**src/rtl/vga_plot_arbiter.sv**
```systemverilog
// rtl/vga_plot_arbiter.sv - round-robin arbiter granting one requester at a time the VGA adapter write port
// Grants are held for at most MAX_HOLD cycles, and every owner change passes through a GAP cycle and then an IDLE cycle.
module vga_plot_arbiter #(
  parameter logic [13:0] MAX_HOLD = 14'd12000
) (
  input  logic        clock_50,
  input  logic        reset,
  input  logic [3:0]  req,
  input  logic [3:0]  done,
  input  logic [3:0]  plot_in,
  input  logic [31:0] x_in,
  input  logic [31:0] y_in,
  input  logic [11:0] color_in,
  output logic [3:0]  grant,
  output logic        vga_plot,
  output logic [7:0]  vga_x,
  output logic [7:0]  vga_y,
  output logic [2:0]  vga_color,
  output logic        busy,
  output logic        timeout_flag
);

  typedef enum logic [1:0] {
    IDLE = 2'd0,
    OWN  = 2'd1,
    GAP  = 2'd2
  } state_t;

  state_t      state_q, state_d;
  logic [1:0]  owner_q, owner_d;
  logic [1:0]  ptr_q, ptr_d;
  logic [13:0] hold_q, hold_d;
  logic [3:0]  grant_q, grant_d;
  logic        plot_q, plot_d;
  logic [7:0]  x_q, x_d;
  logic [7:0]  y_q, y_d;
  logic [2:0]  color_q, color_d;
  logic        timeout_q, timeout_d;

  logic [7:0]  x_sl [4];
  logic [7:0]  y_sl [4];
  logic [2:0]  c_sl [4];

  always_comb begin
    for (int i = 0; i < 4; i++) begin
      x_sl[i] = x_in[8*i +: 8];
      y_sl[i] = y_in[8*i +: 8];
      c_sl[i] = color_in[3*i +: 3];
    end
  end

  // Scan ptr+1 .. ptr+4 so the most recent owner has the lowest priority.
  logic       pick_found;
  logic [1:0] pick_idx;
  logic [1:0] cand;

  always_comb begin
    pick_found = 1'b0;
    pick_idx   = ptr_q;
    cand       = ptr_q;
    for (int k = 1; k <= 4; k++) begin
      cand = ptr_q + k[1:0];
      if (!pick_found && req[cand]) begin
        pick_found = 1'b1;
        pick_idx   = cand;
      end
    end
  end

  logic hold_limit;
  logic exit_own;
  logic forced_exit;

  assign hold_limit  = (hold_q == (MAX_HOLD - 14'd1));
  assign exit_own    = done[owner_q] | ~req[owner_q] | hold_limit;
  // A done in the last allowed cycle counts as a normal exit.
  assign forced_exit = hold_limit & ~done[owner_q] & req[owner_q];

  always_ff @(posedge clock_50) begin
    if (reset) begin
      state_q   <= IDLE;
      owner_q   <= 2'd0;
      ptr_q     <= 2'd3;
      hold_q    <= 14'd0;
      grant_q   <= 4'd0;
      plot_q    <= 1'b0;
      x_q       <= 8'd0;
      y_q       <= 8'd0;
      color_q   <= 3'd0;
      timeout_q <= 1'b0;
    end else begin
      state_q   <= state_d;
      owner_q   <= owner_d;
      ptr_q     <= ptr_d;
      hold_q    <= hold_d;
      grant_q   <= grant_d;
      plot_q    <= plot_d;
      x_q       <= x_d;
      y_q       <= y_d;
      color_q   <= color_d;
      timeout_q <= timeout_d;
    end
  end

  always_comb begin
    state_d = state_q;
    owner_d = owner_q;
    ptr_d   = ptr_q;
    hold_d  = hold_q;
    case (state_q)
      IDLE: begin
        if (pick_found) begin
          state_d = OWN;
          owner_d = pick_idx;
          hold_d  = 14'd0;
        end
      end
      OWN: begin
        hold_d = hold_q + 14'd1;
        if (exit_own) begin
          state_d = GAP;
          ptr_d   = owner_q;
        end
      end
      GAP:     state_d = IDLE;
      default: state_d = IDLE;
    endcase
  end

  always_comb begin
    grant_d   = 4'd0;
    plot_d    = 1'b0;
    x_d       = x_q;
    y_d       = y_q;
    color_d   = color_q;
    timeout_d = timeout_q;
    case (state_q)
      IDLE: begin
        if (pick_found) grant_d = 4'b0001 << pick_idx;
      end
      OWN: begin
        plot_d  = plot_in[owner_q];
        x_d     = x_sl[owner_q];
        y_d     = y_sl[owner_q];
        color_d = c_sl[owner_q];
        if (!exit_own) grant_d = grant_q;
        if (forced_exit) timeout_d = 1'b1;
      end
      default: ;
    endcase
  end

  assign grant        = grant_q;
  assign busy         = |grant_q;
  assign vga_plot     = plot_q;
  assign vga_x        = x_q;
  assign vga_y        = y_q;
  assign vga_color    = color_q;
  assign timeout_flag = timeout_q;

endmodule
```
**config.mk**
```make
export PLATFORM = sky130hd
export DESIGN_NAME = vga_plot_arbiter
export DESIGN_NICKNAME = d
export VERILOG_FILES = /design/src/rtl/vga_plot_arbiter.sv
export SDC_FILE = /design/constraint.sdc
export NUM_CORES = 1
export LEC_CHECK = 0
export ABC_AREA = 1
export CAP_MARGIN = 20
export CELL_PAD_IN_SITES_DETAIL_PLACEMENT = 1
export CELL_PAD_IN_SITES_GLOBAL_PLACEMENT = 1
export CORE_MARGIN = 2
export CORE_UTILIZATION = 32
export DETAILED_ROUTE_END_ITERATION = 10
export PLACE_DENSITY_LB_ADDON = 0.1
export SYNTH_ARGS = -nofsm -noshare
export SYNTH_HDL_FRONTEND = slang
export SYNTH_SLANG_ARGS = --single-unit
```
**constraint.sdc**
```tcl
create_clock -name clock_50 -period 5.1 [get_ports clock_50]
set_clock_uncertainty 0.15 [all_clocks]
set_input_delay 1.02 -clock clock_50 [delete_from_list [all_inputs] [get_ports clock_50]]
set_output_delay 1.02 -clock clock_50 [all_outputs]
set_load 0.005 [all_outputs]
```
* Word level (Yosys, flattened, before mapping) *
Index checks and enable logic that the tools add are counted.

operators by class
  divide/modulo/power cells = 0
  add/subtract/negate cells = 4
  shifts and indexed selects = 1
  eq/ne operators = 4
  reductions and logical operators = 15
  bitwise logic cells = 8
  $mul = 0
  magnitude comparators = 6
  muxes and demuxes = 39

operators by type and width
  operator               number
  $bmux 8 s2             2
  $mux 8                 4
  $pmux 14 s2            1
  $lt 2x3->1 const B     5
  $add 14x1->14 const B  1
  $bmux 1 s2             7
  $eq 14x14->1 const B   1
  $mux 14                1
  $mux 2                 6
  $mux 1                 11
  $reduce_and 2->1       5
  $mux 4                 2
  $pmux 4 s2             1
  $bmux 3 s2             1
  $mux 3                 2
  $add 2x2->2 const B    2
  $ne 2x2->1 const B     2
  $pmux 2 s2             1
  $reduce_or 4->1        1
  $shl 1x2->4 const A    1
  $ge 3x3->1 const B     1
  $logic_and 1x1->1      3
  $logic_not 1->1        3
  $not 1->1              3
  other kinds (8)        10

word-level totals
  memory bits (read-only) = 0
  bits in registers = 45
  logic and storage cells = 87
  bits in writable memories = 0
  latch bits = 0
  memories = 0
  bits of input ports = 90

* Depth between registers and ports, before layout *
Gate-level depths: netlist of the first run.

  depth after elaboration = 16
  gate-level depth with buffers = 13
  gate-level depth less buffers = 12

* Worst setup path before layout of the first run *
OpenSTA, ideal clock, no wires.

  path kind = input port to flip-flop
  start = input req[2]
  end = register hold_q[4]
  required time = 4.880 ns
  library setup time = 0.070 ns
  stages on the path = 10
  setup slack = 2.992 ns
  buffers on the path = 1
  data arrival time = 1.888 ns
  path through = nand2_1 > nand2_2 > nand2_4 > nand2_4 > nor2_4 > nand3_2 > nand2_4 > buf_12 > nand3_2 > a21oi_2

on the way
  cells in the longest elaborated chain, start to end = 14

ends and longest elaborated chain
  item                          RTL line  source
  from (decl)                   8         input logic [3:0] req,
  $bmux 1 s2                    63        if (!pick_found && req[cand]) begin
  $mux 1 (not written as such)  63
  $mux 1                        63
  $logic_not 1->1               63
  $logic_and 1x1->1             63
  $mux 1                        63
  $logic_not 1->1               63
  $logic_and 1x1->1             63
  $mux 1                        63
  $logic_not 1->1               63
  $logic_and 1x1->1             63
  $mux 1 *                      63
  $ne 2x2->1 (no line) *        -
  $reduce_and 2->1 (no line) *  -
  to (signal assigned)          95        hold_q <= hold_d;
  to (decl)                     32        logic [13:0] hold_q, hold_d;

Mark *: on every way between the ends. The rest lies on a longest branch, timed or not. The select of a mux whose other input is x is not followed.
A chain may end at the register's enable or synchronous reset.

* Worst setup path after layout of the first run *
  start = register grant_q[0], in the netlist grant[0]
  end = output busy

on the way
  cells in the longest elaborated chain, start to end = 1

ends and longest elaborated chain
  item                    RTL line  source
  from (decl)             33        logic [3:0] grant_q, grant_d;
  from (signal assigned)  96        grant_q <= grant_d;
  $reduce_or 4->1         154       assign busy = |grant_q;
  to (decl)               19        output logic busy,

Every way passes these cells.

==> flow_summary.yaml, run 1 <==
run_status:
  run_status: "completed"
critical_path:
  startpoint_type: "register"
  crit_slowest_cell: "or4_1"
  cp.required_ns: 3.93
  regToRegSetupSlack_ns: 2.73
  critical_path_class: "register to output port"
  reg2reg_to: "grant[2]$_SDFFE_PP0P_"
  end_kind: "output port"
  crit_fanout: 3
  cp.arrival_ns: 1.58
  reg2reg_from: "owner_q[0]$_SDFFE_PP0P_"
  critPathMaxStageDelay_ns: 0.50
  crit_chain: "or4_1 > clkdlybuf4s50_1"
  reg2reg_depth: 10
synthesis:
  yosys_warnings: 0
  synth_ff_type: "dfxtp_1"
  yosysTopAreaCellShare: 0.3019
  synthTopCellsByArea: "dfxtp_1 (30%), nor2_1 (12%), nand2_1 (9.7%)"
  synth_nets: 571
  synth.largest_area_cell: "dfxtp_1"
  synth_area_mm2: 0.002984
  yosys-top-cells-count: "nor2_1 (98), nand2_1 (77), o21ai_0 (57)"
  synth_cell_types: 33
  syn_avg_cell_area_um2: 6.217
  synth.most_common_cell: "nor2_1"
  synth_cells: 480
  ys_seq_elements: 45
  async_flop_share: 0
  yosysSeqAreaShare: 0.3019
  synth-edff-count: 0
grt:
  antenna_found_initial: 0
  grt_start_max_net_pins: 45
  grt_usage: 0.2073
  first_global_vias: 3687
  top_usage_layer: "met2"
  grtUsageMet2: 0.3733
  use_met1: 0.2378
  grt_first_pass_wirelength_um: 16840
  grt-ovfl-total: 0
  grt.met3_usage: 0.06796
sta:
  final.period_utilization: 0.5388
  holdWs_ns: 0.3222
  fin_setup_tns_ns: 0
  fmax_mhz: 363.9
  min_period_ns: 2.748
  rsz0062_at_grt: "false"
  worst_pin_slew_ns: 0.6957
  hold_viol: 0
  relSlewSlack: 0.5347
  drv_slew: 0
  setup_viol: 0
worst_hold_path:
  min_from: "grant[3]$_SDFFE_PP0P_"
  hold_end: "grant[3]$_SDFFE_PP0P_"
  holdCritPathClass: "register to register"
  whs_path_depth: 2
clock_tree:
  clk_latency_ns: 0.30
  numCtsBuffers: 5
  cts_resized: 0
  htree_levels: 2
  cts_max_path_buffers: 2
  cts_setup_buffers: 0
  cts_root_buffer: "clkbuf_8"
  path_clk_slew_ns: 0.08
  cts_hold_buffers: 0
  tritoncts: "done"
  clock-sinks: 45
routing:
  drc: 0
  antenna_left: 0
  dr.first_iter.drc_count: 71
  vias_per_cell: 5.061
  routed_wl_um: 10020
  wl_per_cell_um: 14.50
  first_pass_iters: 4
  num_vias: 3497
power:
  power_density_mw_per_mm2: 416.5
  p_leak_nw: 1.811
  ir_drop_uv: 197.3
placed_design:
  numPortBuffers: 115
  finalWeightedCongestion: 0.8693
  dp_hpwl_um: 7524
floorplan:
  initial_core_util: 0.3260
  coreArea_mm2: 0.009153
  die_area_mm2: 0.01011
  fp.dieW_um: 100.6
  die_height_um: 100.6
  row_count: 35
  ios: 116
run:
  cap_violations: 0
layout:
  drive_gt1_frac: 0.09138
  syn_to_final_growth_pct: 43.90
  final_nets: 670
  n_antenna_cell: 0
critical path, delay by kind of cell (launching register included):
family        cells  cell delay [ns]
buf+inv           1             0.45
simple gates      1             0.50
flops             1             0.33
cell type report:
cell class	instances	area, um2
Inverter	44	167.7
Clock buffer	7	96.34
Sequential cell	45	900.9
Clock inverter	1	5.005
Multi-Input combinational cell	363	1777
Tap cell	111	138.9
Fill cell	1191	4858
Timing Repair Buffer	120	1209
layout by cell type, fill, tap and decap left out, drive strengths merged:
master / count
a21oi: 16
nand3: 52
o211ai: 2
nand4: 5
or4: 1
clkbuf: 7
or2: 5
clkinv: 2
inv: 43
ha: 1
a211oi: 1
dfxtp: 45
nor2: 100
buf: 5
nand2: 89
nor3: 5
o22ai: 19
o21bai: 1
o21ai: 64
clkdlybuf4s50: 115
a31o: 1
xor2: 1
flip-flops by register name, indices dropped and copies added (netlist names):
signal	count
ptr_q	2
vga_y	8
grant	4
vga_color	3
timeout_flag	1
state_q	2
hold_q	14
vga_plot	1
owner_q	2
vga_x	8
where the power goes:
| part | leakage, nW | total, mW | switching, mW | internal, mW |
|---|---|---|---|---|
| clock | 0.0542 | 0.251 | 0.128 | 0.123 |
| sequential | 0.368 | 0.505 | 0.0626 | 0.443 |
| combinational | 1.39 | 1.03 | 0.597 | 0.435 |
per-stage QoR:
step / power, mW / area (um2) / worst slack [ns] / instances / util
after floorplan: 1.164 / 2984 / 2.992 / 480 / -
after global placement: 1.514 / 4165 / 2.259 / 682 / 0.4551
after detailed placement: 1.566 / 4193 / 2.206 / 683 / 0.4581
after CTS: 1.822 / 4294 / 2.330 / 691 / 0.4692
after global routing: 1.969 / 4294 / 2.283 / 691 / 0.4692
final: 1.788 / 4294 / 2.352 / 691 / 0.4692
worst max-delay path by stage:
stage	startpoint	end	slack (ns)	depth (start not counted)
after floorplan	req[2]	hold_q[4]$_SDFFE_PP0P_	2.99	10
after global placement	reset	vga_y[5]$_SDFFE_PP0P_	2.26	5
after detailed placement	reset	vga_y[1]$_SDFFE_PP0P_	2.21	5
after CTS	grant[0]$_SDFFE_PP0P_	busy	2.33	2
after global routing	grant[0]$_SDFFE_PP0P_	busy	2.28	2
final	grant[0]$_SDFFE_PP0P_	busy	2.35	2
cell families (layout without fill, tap and decap cells):
kind of cell             Yosys count  in the layout  synth area share
adder cells (fa/ha/maj)            1              1          0.004192
AO/OA/AOI/OAI                    104            104            0.1971
buffers and inverters             72            172            0.1036
XOR/XNOR                           1              1          0.002936
flip-flops                        45             45            0.3019
AND/OR/NAND/NOR                  257            257            0.3904
per-layer routing:
| layer | vias up | routed length [um] |
|---|---|---|
| li1 | 1771 | - |
| met1 | 1652 | 4337 |
| met2 | 68 | 4898 |
| met3 | 6 | 700 |
| met4 | 0 | 81 |
| met5 | - | 0 |
Note: power is estimated with default switching activity, not from simulation.
==> run 2, diff against run 1 <==
--- a/config.mk
+++ b/config.mk
@@ -10,7 +10,7 @@
 export CELL_PAD_IN_SITES_DETAIL_PLACEMENT = 1
 export CELL_PAD_IN_SITES_GLOBAL_PLACEMENT = 1
 export CORE_MARGIN = 2
-export CORE_UTILIZATION = 32
+export CORE_UTILIZATION = 27
 export DETAILED_ROUTE_END_ITERATION = 10
 export PLACE_DENSITY_LB_ADDON = 0.1
 export SYNTH_ARGS = -nofsm -noshare
==> constraint.sdc (replaced) <==
create_clock -name clock_50 -period 2.4 [get_ports clock_50]
set_clock_uncertainty 0.15 [all_clocks]
set_input_delay 0.48 -clock clock_50 [delete_from_list [all_inputs] [get_ports clock_50]]
set_output_delay 0.48 -clock clock_50 [all_outputs]
set_load 0.005 [all_outputs]
==> flow_summary.yaml, run 2 (same netlist as run 1, synthesis figures left out) <==
grt:
  grt_usage: 0.1803
  first_global_vias: 3732
  grt_start_max_net_pins: 43
  grt_first_pass_wirelength_um: 17080
  grt-ovfl-total: 0
  antenna_found_initial: 0
power:
  combPwrFrac: 0.587
  internal-power_mw: 2.084
  ir_drop_uv: 484.8
  p_clk_frac: 0.126
  power_density_mw_per_mm2: 863.7
  pwr-share-seq: 0.287
  power.total_mw: 3.751
  p_sw_frac: 0.4443
  p_leak_nw: 1.814
  p_switching_mw: 1.667
routing:
  vias_per_cell: 4.793
  first_pass_iters: 4
  dr.first_iter.drc_count: 95
  num_vias: 3475
  wl_per_cell_um: 13.89
  drc: 0
  antenna_left: 0
  routed_wl_um: 10070
critical_path:
  regToRegSetupSlack_ns: 0.37
  startpoint: "grant[0]$_SDFFE_PP0P_"
  cp.arrival_ns: 1.57
  end_kind: "output port"
  reg2reg_depth: 10
  critical_path_class: "register to output port"
  crit_fanout: 3
  reg2reg_to: "ptr_q[1]$_SDFFE_PP1P_"
  reg2reg_from: "hold_q[0]$_SDFFE_PP0P_"
  cp.required_ns: 1.77
  startpoint_type: "register"
sta:
  fmax_mhz: 454.1
  worst_pin_slew_ns: 0.4051
  relSlewSlack: 0.7300
  drv_slew: 0
  fin_ws_ns: 0.1981
  fin_setup_tns_ns: 0
  rsz0062_at_grt: "false"
  setup_viol: 0
  final.period_utilization: 0.9175
  hold_viol: 0
  holdWs_ns: 0.3162
  min_period_ns: 2.202
floorplan:
  initial_core_util: 0.2765
  fp.dieW_um: 109.1
  die_area_mm2: 0.01191
  coreArea_mm2: 0.01079
  row_count: 38
  ios: 116
  die_height_um: 109.1
clock_tree:
  cts_resized: 0
  clk_latency_ns: 0.30
  cts_setup_buffers: 0
  numCtsBuffers: 5
  htree_levels: 2
  path_clk_slew_ns: 0.08
  clock-sinks: 45
  cts_root_buffer: "clkbuf_8"
  cts_max_path_buffers: 2
  cts_hold_buffers: 0
  tritoncts: "done"
placed_design:
  numPortBuffers: 115
  finalWeightedCongestion: 0.7962
  dp.cells: 717
  pre_cts_ws_ns: 0.1039
  dp_hpwl_um: 7657
worst_hold_path:
  hold_end: "grant[0]$_SDFFE_PP0P_"
  holdCritPathClass: "register to register"
  min_from: "grant[0]$_SDFFE_PP0P_"
  whs_path_depth: 2
run:
  cap_violations: 0
layout:
  final_nets: 675
  top_register: "hold_q"
  syn_to_final_growth_pct: 45.53
  layout.cells.non_filler: 725
  n_antenna_cell: 0
  mostFrequentLayoutCell: "clkdlybuf4s50_1"
  largest_reg_flops: 14
  drive_gt1_frac: 0.09573
  final_cell_mix: "clkdlybuf4s50_1 (115), nor2_1 (97), nand2_1 (77)"
run_status:
  run_status: "completed"
## run 2: cell types whose count changed in the layout (fill, tap and decap cells not counted)
cell	before	now
buf_12	0	1
clkbuf_1	0	2
clkbuf_8	7	5
clkinv_2	1	0
buf_4	4	9
clkinvlp_4	0	1
buf_16	1	0
## run 2: final cells by class
type / instances / area [um2]
Multi-Input combinational cell: 363 / 1777
Tap cell: 140 / 175.2
Fill cell: 1396 / 6450
Clock buffer: 7 / 76.32
Inverter: 44 / 167.7
Sequential cell: 45 / 900.9
Clock inverter: 1 / 7.507
Timing Repair Buffer: 125 / 1239
## run 2: metal layers
layer | share of wire | vias up | routed length [um] | GRT usage
li1 | - | 1778 | - | -
met1 | 0.43 | 1609 | 4320 | 0.2039
met2 | 0.48 | 78 | 4867 | 0.3177
met3 | 0.069 | 10 | 690 | 0.05678
met4 | 0.019 | 0 | 191 | 0.06319
met5 | 0 | - | 0 | 0
## run 2: worst max-delay path by stage
stage                                   endpoint  slack (ns)  depth (start not counted)
final                                       busy        0.20                          2
after CTS                                   busy        0.18                          2
after global routing                        busy        0.13                          2
after global placement     grant[0]$_SDFFE_PP0P_        0.19                         11
after floorplan            ptr_q[0]$_SDFFE_PP1P_        0.73                         10
after detailed placement  hold_q[1]$_SDFFE_PP0P_        0.10                         10
## run 2: stage by stage
stage / area, um2 / util
2_1_floorplan: 2984 / -
3_3_place_gp: 4259 / 0.3946
3_5_place_dp: 4259 / 0.3946
4_1_cts: 4343 / 0.4024
5_1_grt: 4343 / 0.4024
6_report: 4343 / 0.4024
## run 2: power by group through the flow
| stage | clock, mW | sequential (mW) | combinational (mW) |
|---|---|---|---|
| 2_1_floorplan | 0 | 1.07 | 1.40 |
| 3_3_place_gp | 0 | 1.09 | 2.21 |
| 3_5_place_dp | 0 | 1.09 | 2.25 |
| 4_1_cts | 0.494 | 1.08 | 2.26 |
| 5_1_grt | 0.530 | 1.10 | 2.51 |
| 6_report | 0.471 | 1.08 | 2.20 |
## run 2: critical path: stages, from the launching register on
cell	delay (ns)
dfxtp_1	0.32
or4_1	0.50
clkdlybuf4s50_1	0.45
